**src/rtl/bip_report_decoder.sv**
```systemverilog
// rtl/bip_report_decoder.sv - parses "A:<n>\rC:<n>\r" ASCII reports and optionally sends the "s\r" run command
// The command sender is built only when START_CMD_EN is defined.
module bip_report_decoder #(
  parameter int MAX_DIGITS = 5
) (
  input  logic        clk,
  input  logic        reset,
  input  logic        rx_done_tick,
  input  logic [7:0]  rx_data,
  input  logic        start,
  input  logic        tx_done_tick,
  output logic [7:0]  tx_data,
  output logic        tx_start,
  output logic [15:0] acc_value,
  output logic [15:0] count_value,
  output logic        report_valid,
  output logic        frame_error,
  output logic        busy
);

  localparam logic [7:0] ASC_A     = 8'd65;
  localparam logic [7:0] ASC_C     = 8'd67;
  localparam logic [7:0] ASC_COLON = 8'd58;
  localparam logic [7:0] ASC_CR    = 8'd13;
  localparam logic [7:0] ASC_LF    = 8'd10;
  localparam logic [7:0] ASC_S     = 8'd115;
  localparam int         DIG_W     = $clog2(MAX_DIGITS + 1);

  typedef enum logic [2:0] {IDLE, A_COLON, A_DIG, C_WAIT, C_COLON, C_DIG} parse_state_t;

  parse_state_t     state, state_next;
  logic [15:0]      acc_field, cnt_field;
  logic [DIG_W-1:0] digits;

  logic             is_digit, field_full, field_ovf;
  logic [15:0]      cur_field;
  logic [16:0]      field_next;
  logic             bad, clr_fields, set_err, clr_err, dig_en, dig_clr, load_out;
  logic             parse_busy, send_busy;

  assign is_digit   = (rx_data >= 8'd48) && (rx_data <= 8'd57);
  assign cur_field  = (state == C_DIG) ? cnt_field : acc_field;
  assign field_next = {1'b0, cur_field} * 17'd10 + {13'd0, rx_data[3:0]};
  assign field_full = (digits == DIG_W'(MAX_DIGITS));
  // The first term keeps the 17-bit product from wrapping if MAX_DIGITS is ever raised.
  assign field_ovf  = (cur_field > 16'd6553) || (field_next > 17'd65535);

  always_ff @(posedge clk or posedge reset) begin
    if (reset) state <= IDLE;
    else       state <= state_next;
  end

  always_comb begin
    state_next = state;
    bad        = 1'b0;
    clr_fields = 1'b0;
    set_err    = 1'b0;
    clr_err    = 1'b0;
    dig_en     = 1'b0;
    dig_clr    = 1'b0;
    load_out   = 1'b0;
    if (rx_done_tick && (rx_data != ASC_LF)) begin
      if (rx_data == ASC_A) begin
        state_next = A_COLON;
        clr_fields = 1'b1;
        clr_err    = 1'b1;
      end else begin
        case (state)
          IDLE: ;
          A_COLON: begin
            if (rx_data == ASC_COLON) state_next = A_DIG;
            else                      bad = 1'b1;
          end
          C_WAIT: begin
            if (rx_data == ASC_C) state_next = C_COLON;
            else                  bad = 1'b1;
          end
          C_COLON: begin
            if (rx_data == ASC_COLON) state_next = C_DIG;
            else                      bad = 1'b1;
          end
          A_DIG, C_DIG: begin
            if (is_digit) begin
              if (field_full || field_ovf) bad = 1'b1;
              else                         dig_en = 1'b1;
            end else if (rx_data == ASC_CR) begin
              if (digits == '0) begin
                bad = 1'b1;
              end else if (state == A_DIG) begin
                state_next = C_WAIT;
                dig_clr    = 1'b1;
              end else begin
                state_next = IDLE;
                load_out   = 1'b1;
              end
            end else begin
              bad = 1'b1;
            end
          end
          default: state_next = IDLE;
        endcase
      end
    end
    if (bad) begin
      state_next = IDLE;
      set_err    = 1'b1;
      clr_fields = 1'b1;
    end
  end

  always_comb begin
    parse_busy = (state != IDLE);
  end

  always_ff @(posedge clk or posedge reset) begin
    if (reset) begin
      acc_field    <= '0;
      cnt_field    <= '0;
      digits       <= '0;
      acc_value    <= '0;
      count_value  <= '0;
      report_valid <= 1'b0;
      frame_error  <= 1'b0;
    end else begin
      report_valid <= load_out;
      if (clr_fields) begin
        acc_field <= '0;
        cnt_field <= '0;
        digits    <= '0;
      end else if (dig_clr) begin
        digits <= '0;
      end else if (dig_en) begin
        digits <= digits + DIG_W'(1);
        if (state == A_DIG) acc_field <= field_next[15:0];
        else                cnt_field <= field_next[15:0];
      end
      if (load_out) begin
        acc_value   <= acc_field;
        count_value <= cnt_field;
      end
      if (set_err)      frame_error <= 1'b1;
      else if (clr_err) frame_error <= 1'b0;
    end
  end

`ifdef START_CMD_EN
  typedef enum logic [1:0] {C_IDLE, C_S, C_CR} send_state_t;

  send_state_t send_state, send_next;

  always_ff @(posedge clk or posedge reset) begin
    if (reset) send_state <= C_IDLE;
    else       send_state <= send_next;
  end

  always_comb begin
    send_next = send_state;
    case (send_state)
      C_IDLE:  if (start)        send_next = C_S;
      C_S:     if (tx_done_tick) send_next = C_CR;
      C_CR:    if (tx_done_tick) send_next = C_IDLE;
      default: send_next = C_IDLE;
    endcase
  end

  always_comb begin
    tx_data   = 8'd0;
    tx_start  = 1'b0;
    send_busy = (send_state != C_IDLE);
    case (send_state)
      C_S: begin
        tx_data  = ASC_S;
        tx_start = 1'b1;
      end
      C_CR: begin
        tx_data  = ASC_CR;
        tx_start = 1'b1;
      end
      default: ;
    endcase
  end
`else
  logic unused_cmd_inputs;

  assign unused_cmd_inputs = start ^ tx_done_tick;
  assign tx_data           = 8'd0;
  assign tx_start          = 1'b0;
  assign send_busy         = 1'b0;
`endif

  assign busy = parse_busy | send_busy;

endmodule

```
**config.mk**
```make
export PLATFORM = sky130hd
export DESIGN_NAME = bip_report_decoder
export DESIGN_NICKNAME = d
export VERILOG_FILES = /design/src/rtl/bip_report_decoder.sv
export SDC_FILE = /design/constraint.sdc
export NUM_CORES = 1
export LEC_CHECK = 0
export ABC_AREA = 0
export CAP_MARGIN = 20
export CELL_PAD_IN_SITES_DETAIL_PLACEMENT = 0
export CELL_PAD_IN_SITES_GLOBAL_PLACEMENT = 1
export CORE_MARGIN = 1.5
export CORE_UTILIZATION = 35
export CTS_BUF_LIST = sky130_fd_sc_hd__clkbuf_4
export CTS_CLUSTER_DIAMETER = 100
export DETAILED_ROUTE_END_ITERATION = 8
export PLACE_DENSITY = 0.78
export SETUP_SLACK_MARGIN = 0.3
export SYNTH_ARGS = -nofsm -noshare
export SYNTH_HDL_FRONTEND = slang
export SYNTH_SLANG_ARGS = --single-unit
```
**constraint.sdc**
```tcl
create_clock -name clk -period 8.26 [get_ports clk]
set_input_delay 1.652 -clock clk [delete_from_list [all_inputs] [get_ports clk]]
set_output_delay 1.652 -clock clk [all_outputs]
set_load 0.02 [all_outputs]
```
==> results of run 1 <==
[cells in the final DEF (no fill, tap or decap), drive strengths merged, types with 3 or more instances in the layout]
| master | synthesis | final |
|---|---|---|
| nand4b | 4 | 4 |
| a211oi | 10 | 10 |
| nor2b | 3 | 3 |
| nand3 | 45 | 45 |
| o21ai | 12 | 12 |
| clkinv | 0 | 4 |
| a21oi | 45 | 45 |
| nand3b | 3 | 3 |
| nand2 | 33 | 33 |
| inv | 24 | 24 |
| clkdlybuf4s50 | 0 | 45 |
| nand2b | 5 | 5 |
| ha | 23 | 23 |
| nand4 | 32 | 32 |
| nor3 | 10 | 10 |
| a221oi | 4 | 4 |
| and3 | 3 | 3 |
| nor2 | 29 | 29 |
| and2 | 3 | 3 |
| dfrtp | 72 | 72 |
| nor3b | 3 | 3 |
| xnor2 | 18 | 18 |
| a21o | 10 | 10 |
| clkbuf | 15 | 10 |
| o2111ai | 4 | 4 |
| mux2i | 9 | 9 |
| nor4 | 6 | 6 |
| o211ai | 10 | 10 |
| mux2 | 32 | 32 |
| conb | 1 | 9 |
| xor2 | 18 | 18 |
| buf | 26 | 8 |
[sequential cells by signal, indices dropped and copies added (netlist names)]
signal	flops
acc_value	16
count_value	16
frame_error	1
state	3
digits	3
cnt_field	16
report_valid	1
acc_field	16
[critical path: stages (launching register included)]
cell,delay [ps]
dfrtp_1,550
nand3b_1,750
mux2i_1,630
xor2_1,130
ha_1,430
a21o_1,250
a2111oi_0,470
a31oi_1,190
xor2_1,350
nand3_2,170
or3_1,830
a41o_1,420
a211oi_1,210
[final cells by class]
type	count	area (sq um)	area share [%]
tap	184	230	3.95
inverter	24	90.1	1.54
clock inverter	6	60.1	1.03
sequential	72	1800	30.9
clock buffer	10	75.1	1.29
timing repair buffer	53	522	8.95
multi-input combinational	422	3050	52.3
[cell families after synthesis]
group           Yosys count  synth area share [%]
compound gates          119                  15.7
other cells               1                0.0732
simple gates            192                  21.4
mux                      41                  8.86
xor+xnor                 36                  6.30
buf+inv                  65                  6.03
fa+ha+maj                25                  6.40
flops                    72                  35.2
[stage by stage]
step	setup slack, ps	instances	total power [uW]
floorplan	4040	559	531
global placement	2890	752	567
detailed placement	2780	752	570
CTS	2760	768	790
global route	2330	771	830
finish	2790	771	785
[power by group through the flow]
| stage | sequential [uW] | clock [uW] | combinational (uW) |
|---|---|---|---|
| floorplan | 372 | 0 | 159 |
| global placement | 390 | 0 | 178 |
| detailed placement | 390 | 0 | 180 |
| CTS | 384 | 225 | 181 |
| global route | 387 | 241 | 202 |
| finish | 384 | 220 | 182 |
[per-layer routing]
layer,global-route usage [%],wire (um),part of all wire (%)
met5,0,0,0
met4,5.68,206,1.5
met3,2.24,430,3.2
met2,28.3,6160,46
met1,24.9,6490,49
[worst paths after layout]
path,startpoint,end,slack (ps),depth (start not counted)
setup / recovery,state[1]$_DFFE_PP0P_,digits[2]$_DFFE_PP0P_,2790,12
hold / removal,count_value[12]$_DFFE_PP0P_,count_value[12]$_DFFE_PP0P_,520,1
setup reg to reg,state[1]$_DFFE_PP0P_,digits[2]$_DFFE_PP0P_,2790,12
hold reg to reg,count_value[12]$_DFFE_PP0P_,count_value[12]$_DFFE_PP0P_,520,1
max in group asynchronous,reset,state[1]$_DFFE_PP0P_,5870,3
min in group asynchronous,reset,count_value[5]$_DFFE_PP0P_,1810,3
==> impl_metrics.ini, run 1 <==
[synth]
yosysMostFrequentCell = dfrtp_1
synth_ff_type = dfrtp_1
synth-async-reset-ratio_pct = 100
synth_common_cells = dfrtp_1 (72), a21oi_1 (45), nand3_1 (43), nand2_1 (33), mux2_2 (32)
seq_area_frac_synth_pct = 35.2
yosys.area.top_type = dfrtp_1
syn_area_sq_mm = 0.00512
ys_ff_latch = 72
synth.area.top_cells = dfrtp_1 (35%), mux2_2 (7.0%), ha_1 (5.6%)
syn_inst = 551
synth_warnings = 0
synth_top_area_share_pct = 35.2
synth-edff-count = 0
synth_cell_types = 75
avgSynthCellArea_sq_um = 9.30

[power]
switching_share_pct = 34.2
p_switching_uw = 269
p_per_area_mw_per_mm2 = 135
pwr-share-clk_pct = 28.0
internal_power_uw = 517
comb_power_share_pct = 23.1
p_leak_uw = 0.00245
ir_drop_mv = 0.0692
seqPwrFrac_pct = 48.9

[floorplan]
dieArea_sq_mm = 0.0154
rows = 44
dieHeight_um = 124
core_area_sq_mm = 0.0144
num_io_pins = 57
die_w_um = 124
start_util_pct = 35.5

[run]
cap_violations = 0

[global_route]
grt_max_degree = 73
grt_usage_pct = 17.7
overflow = 0
grt_pass1_vias = 4147
antenna_found_initial = 0
grt_pass1_wl_mm = 21.5

[setup_path]
start_kind = register
cp.required_ps = 8590
cp_max_fo = 31
endpoint_kind = register
crit_arrival_ps = 5800
path_class = register to register

[detailed_routing]
wl_per_cell_um = 17.2
drtAntennaViolNets = 0
drtIter0Drc = 353
routed_wirelength_mm = 13.3
vias = 4353
routed_via_density = 5.65
first_pass_iters = 5
drc = 0

[cts]
cts.clk_slew.worst_paths_ps = 110
clock_path_buffers = 2
cts.root.buffer_cell = clkbuf_4
cts_resized = 0
clock-sinks = 72
holdBufCountCts = 0
cts_tree = yes
cts_setup_buffers = 0
htreeDepth = 3
cts_buffers = 9
insertion_delay_ps = 420

[placement]
placed_cell_area_sq_mm = 0.00566
portBuffers = 45
dp_hpwl_mm = 9.68
globalplace.congestion = 0.903

[outcome]
status = completed

[final_layout]
area_growth_pct = 13.8
final_area_sq_mm = 0.00583
final_layout_size_suffix_gt1_share_pct = 13.1
fin_nets = 620
diodes = 0
final_util_pct = 40.4
fillers = 1402

[sta]
fmax_mhz = 183
fin_crit_sh_pct = 66.3
rsz0062_at_grt = no
tightestPinTransition_ps = 1090
finalCriticalPeriod_ps = 5470
finalSetupTns_ps = 0
report.final.setup_viol = 0
finalHoldViolations = 0
relSlewSlack_pct = 27.6
drv_slew = 0
skew_ps = 14.3
holdWs_ps = 518

[min_path]
hold_class = register to register
No activity file was read; power rests on OpenSTA's default activity.
==> inputs of run 2 (changes only) <==
==> constraint.sdc (replaced) <==
create_clock -name clk -period 5.1 [get_ports clk]
set_input_delay 1.02 -clock clk [delete_from_list [all_inputs] [get_ports clk]]
set_output_delay 1.02 -clock clk [all_outputs]
set_load 0.02 [all_outputs]
==> impl_metrics.ini, run 2 (synthesis results as in run 1) <==
[detailed_routing]
drtAntennaViolNets = 0
drtIter0Drc = 341
met2_length_mm = 6.50
drc = 0
wl_met3_um = 710
wl_per_cell_um = 17.4
top_layer = met4
routed_wirelength_mm = 13.7
met1_length_mm = 6.18
vias = 4467
routed_via_density = 5.69
first_pass_iters = 5

[min_path]
hold_class = register to register
hold-path-endpoint = acc_value[13]$_DFFE_PP0P_
hold_depth = 1
min_from = acc_value[13]$_DFFE_PP0P_

[global_route]
antenna_found_initial = 0
grt_usage_pct = 18.3
overflow = 0
grt_pass1_wl_mm = 21.9
grt_pass1_vias = 4195
grt_max_degree = 41

[sta]
tightestPinTransition_ps = 810
rsz0062_at_grt = no
report.final.setup_viol = 0
fin_crit_sh_pct = 88.8
finalHoldViolations = 0
drv_slew = 0
relSlewSlack_pct = 45.9
fmax_mhz = 221
finalCriticalPeriod_ps = 4530
finalSetupTns_ps = 0
holdWs_ps = 518
skew_ps = 13.1

[placement]
globalplace.congestion = 0.899
dp_hpwl_mm = 10.1
portBuffers = 45

[setup_path]
cp.required_ps = 5420
cp_slowest_stage_delay_ps = 480
reg2reg_depth = 17
critPathBufInv = 3
start_kind = register
cpMaxStageDelayCell = dfrtp_2
r2r_end = acc_field[10]$_DFFE_PP0P_
r2r_setup_slack_ps = 570
r2r-start = state[0]$_DFFE_PP0P_
cp_max_fo = 32
endpoint_kind = register
crit_arrival_ps = 4850
crit_family = simple AND/OR/NAND/NOR gates
path_cells = and3b_2 -> buf_4 -> nand2_1 -> nand2_1 -> ha_1 -> ha_1 -> inv_1 -> fa_1 -> nor2b_1 -> o2111ai_1 -> a31oi_1 -> xor2_1 -> nand2_2 -> o211a_1 -> nor3_4 -> buf_12 -> a21oi_1
path_class = register to register

[floorplan]
start_util_pct = 35.5
num_io_pins = 57
die_w_um = 124
dieHeight_um = 124
core_area_sq_mm = 0.0144
rows = 44
dieArea_sq_mm = 0.0154

[final_layout]
layout_common_cells = dfrtp_1 (70), clkdlybuf4s50_1 (45), a21oi_1 (44)
final_layout_size_suffix_gt1_share_pct = 16.8
regArea_sq_mm = 0.00180
diodes = 0
multi_input_area_sq_mm = 0.00312
fin_nets = 634
area_growth_pct = 18.0
fillers = 1400
layout_commonest_cell = dfrtp_1

[cts]
clock_path_buffers = 2
insertion_delay_ps = 430
cts_buffers = 9
cts.root.buffer_cell = clkbuf_4
cts.clk_slew.worst_paths_ps = 120
htreeDepth = 3
cts_tree = yes
clock-sinks = 72

[outcome]
status = completed

[power]
ir_drop_mv = 0.100
p_leak_uw = 0.00256
p_per_area_mw_per_mm2 = 228

[run]
cap_violations = 0
-- run 2: per-layer routing --
layer	track usage, %	vias up
met5	0	-
met4	6.61	0
met3	2.11	23
met2	29.7	156
met1	25.2	2176
li1	-	2112
-- run 2: how the worst max path moves through the flow --
| stage | slack (ps) | cells past startpoint | startpoint | endpoint |
|---|---|---|---|---|
| after floorplan | 880 | 19 | state[0]$_DFFE_PP0P_ | cnt_field[13]$_DFFE_PP0P_ |
| after global placement | 270 | 14 | state[2]$_DFFE_PP0P_ | cnt_field[5]$_DFFE_PP0P_ |
| after detailed placement | 270 | 14 | state[2]$_DFFE_PP0P_ | cnt_field[11]$_DFFE_PP0P_ |
| after CTS | 320 | 17 | state[2]$_DFFE_PP0P_ | cnt_field[3]$_DFFE_PP0P_ |
| after global routing | 360 | 17 | state[0]$_DFFE_PP0P_ | acc_field[10]$_DFFE_PP0P_ |
| final | 570 | 17 | state[0]$_DFFE_PP0P_ | acc_field[10]$_DFFE_PP0P_ |
-- run 2: final cells by class --
cell class                 instances  area share [%]
multi-input combinational        422            51.6
clock inverter                     7            1.55
timing repair buffer              67            10.7
inverter                          24            1.49
clock buffer                       9            1.12
sequential                        72            29.8
tap                              184            3.81
-- run 2: timing repair --
item,in CTS,in global routing
buffers inserted,0,1
setup endpoints to repair,33,39
hold buffers,0,0
pin swaps,0,0
endpoints found under the hold margin,0,0
gates resized for setup,2,12
-- run 2: worst reg2reg max path: cells and delay by family (launching register included) --
family | cells | cell delay [ps]
AO/OA/AOI/OAI | 4 | 890
XOR/XNOR | 1 | 380
adder cells (fa/ha/maj) | 3 | 980
buffers and inverters | 3 | 540
flip-flops | 1 | 480
AND/OR/NAND/NOR | 6 | 1160
-- run 2: report_power, final --
group / internal (uW) / switching (uW) / leakage (uW)
Combinational: 132 / 225 / 0.00148
Sequential: 586 / 17.4 / 0.000994
Clock: 200 / 216 / 0.0000844
-- run 2: metrics by stage --
stage	instances	util (%)	total power, uW	setup WS, ps	cell area (sq um)
after floorplan	559	-	861	877	5150
after global placement	767	40.2	950	270	5800
after detailed placement	767	40.2	957	272	5800
after CTS	783	41.4	1370	320	5980
after global routing	785	41.9	1450	360	6050
final	785	41.9	1380	571	6050
==> inputs of run 3 (changes only) <==
--- a/config.mk
+++ b/config.mk
@@ -10,11 +10,11 @@
 export CELL_PAD_IN_SITES_DETAIL_PLACEMENT = 0
 export CELL_PAD_IN_SITES_GLOBAL_PLACEMENT = 1
 export CORE_MARGIN = 1.5
-export CORE_UTILIZATION = 35
+export CORE_UTILIZATION = 40
 export CTS_BUF_LIST = sky130_fd_sc_hd__clkbuf_4
 export CTS_CLUSTER_DIAMETER = 100
 export DETAILED_ROUTE_END_ITERATION = 8
-export PLACE_DENSITY = 0.78
+export PLACE_DENSITY = 0.85
 export SETUP_SLACK_MARGIN = 0.3
 export SYNTH_ARGS = -nofsm -noshare
 export SYNTH_HDL_FRONTEND = slang
==> impl_metrics.ini, run 3 (synthesis results as in run 1) <==
[outcome]
status = completed

[sta]
holdWs_ps = 493
relSlewSlack_pct = 45.6
fin_crit_sh_pct = 89.0
finalCriticalPeriod_ps = 4540
rsz0062_at_grt = no
fmax_mhz = 220
finalSetupTns_ps = 0
worst_slack_ps = 558
skew_ps = 11.4
tightestPinTransition_ps = 815
finalHoldViolations = 0
report.final.setup_viol = 0
drv_slew = 0

[setup_path]
endpoint_kind = register
reg2reg_depth = 14
crit_arrival_ps = 4860
path_class = register to register
startpoint = state[0]$_DFFE_PP0P_
cp_max_fo = 9
cp.required_ps = 5420
start_kind = register
r2r-start = state[0]$_DFFE_PP0P_

[detailed_routing]
routed_via_density = 5.78
wl_per_cell_um = 16.7
wl_met3_um = 638
top_layer = met4
vias = 4511
drtIter0Drc = 367
drtAntennaViolNets = 0
drc = 0
met1_length_mm = 5.91
first_pass_iters = 5
met2_length_mm = 6.23
routed_wirelength_mm = 13.0

[power]
ir_drop_mv = 0.0969
p_per_area_mw_per_mm2 = 210
p_leak_uw = 0.00254

[floorplan]
rows = 41
num_io_pins = 57
dieHeight_um = 116
die_w_um = 116
dieArea_sq_mm = 0.0135
core_area_sq_mm = 0.0126
start_util_pct = 40.8

[cts]
insertion_delay_ps = 430
holdBufCountCts = 0
htreeDepth = 3
cts_tree = yes
clock-sinks = 72
cts.clk_slew.worst_paths_ps = 110
cts.root.buffer_cell = clkbuf_4
cts_buffers = 9
clock_path_buffers = 2

[final_layout]
fin_nets = 642
final_area_sq_mm = 0.00600
final_util_pct = 47.8
diodes = 0
layout_common_cells = dfrtp_1 (71), a21oi_1 (45), clkdlybuf4s50_1 (45)
layout_commonest_cell = dfrtp_1
final_layout_size_suffix_gt1_share_pct = 16.9
area_growth_pct = 17.1

[min_path]
hold_depth = 1
min_from = frame_error$_DFFE_PP0P_
hold_class = register to register

[global_route]
grt_max_degree = 41
grt_usage_pct = 19.8
antenna_found_initial = 0
overflow = 0
grt_pass1_vias = 4045
grt_pass1_wl_mm = 20.9

[placement]
portBuffers = 45
dp_slack_ps = 507
placed_cell_area_sq_mm = 0.00583
dp_hpwl_mm = 9.60
globalplace.congestion = 0.892

[run]
cap_violations = 0
run 3: cell types whose count changed in the layout (fill, tap and decap cells not counted), sizes merged:
cell / delta
clkbuf: +2
bufinv: -2
buf: +8
clkinv: +1
inv: -2
run 3: cell type report:
cell class              count  area, sq um
fillers                  1174         6570
multi-input cells         422         3070
flip-flops and latches     72         1800
repair buffers             75          717
well taps                 172          215
inverters                  24         90.1
clock buffers              11         82.6
clock inverters             4         22.5
run 3: per-stage QoR:
stage,instances,total power [uW]
after floorplan,559,861
after global placement,759,942
after detailed placement,759,951
after CTS,774,1250
after global routing,780,1320
final,780,1260
run 3: worst max-delay path: stages, from the launching register on:
cell,delay [ps]
dfrtp_1,510
and3b_1,330
mux2i_1,500
inv_1,120
ha_1,320
inv_1,60
fa_1,480
nand2b_1,210
a21oi_1,160
xor2_1,270
and4_4,310
or3b_1,430
o31a_1,310
o221ai_1,300
a21oi_1,110
run 3: metal layers:
| metal | GRT usage [%] | vias to the layer above |
|---|---|---|
| li1 | - | 2136 |
| met3 | 2.18 | 21 |
| met2 | 31.3 | 158 |
| met5 | 0 | - |
| met1 | 27.9 | 2196 |
| met4 | 7.56 | 0 |
run 3: power by group:
part	total (uW)	switching, uW	internal, uW
Clock	301	195	106
Sequential	612	27.0	585
Combinational	349	215	134
Total	1260	437	825
run 3: path summary, 6_finish.rpt:
check / endpoint / slack, ps
setup / recovery: acc_field[15]$_DFFE_PP0P_ / 560
hold / removal: frame_error$_DFFE_PP0P_ / 490
setup reg to reg: acc_field[15]$_DFFE_PP0P_ / 560
hold reg to reg: frame_error$_DFFE_PP0P_ / 490
max in group asynchronous: state[2]$_DFFE_PP0P_ / 3090
min in group asynchronous: acc_value[8]$_DFFE_PP0P_ / 1060
run 3: what timing repair did:
action / in CTS / in global routing
endpoints found under the setup margin: 0 / 39
gates resized for setup: 0 / 5
setup buffers: 0 / 5
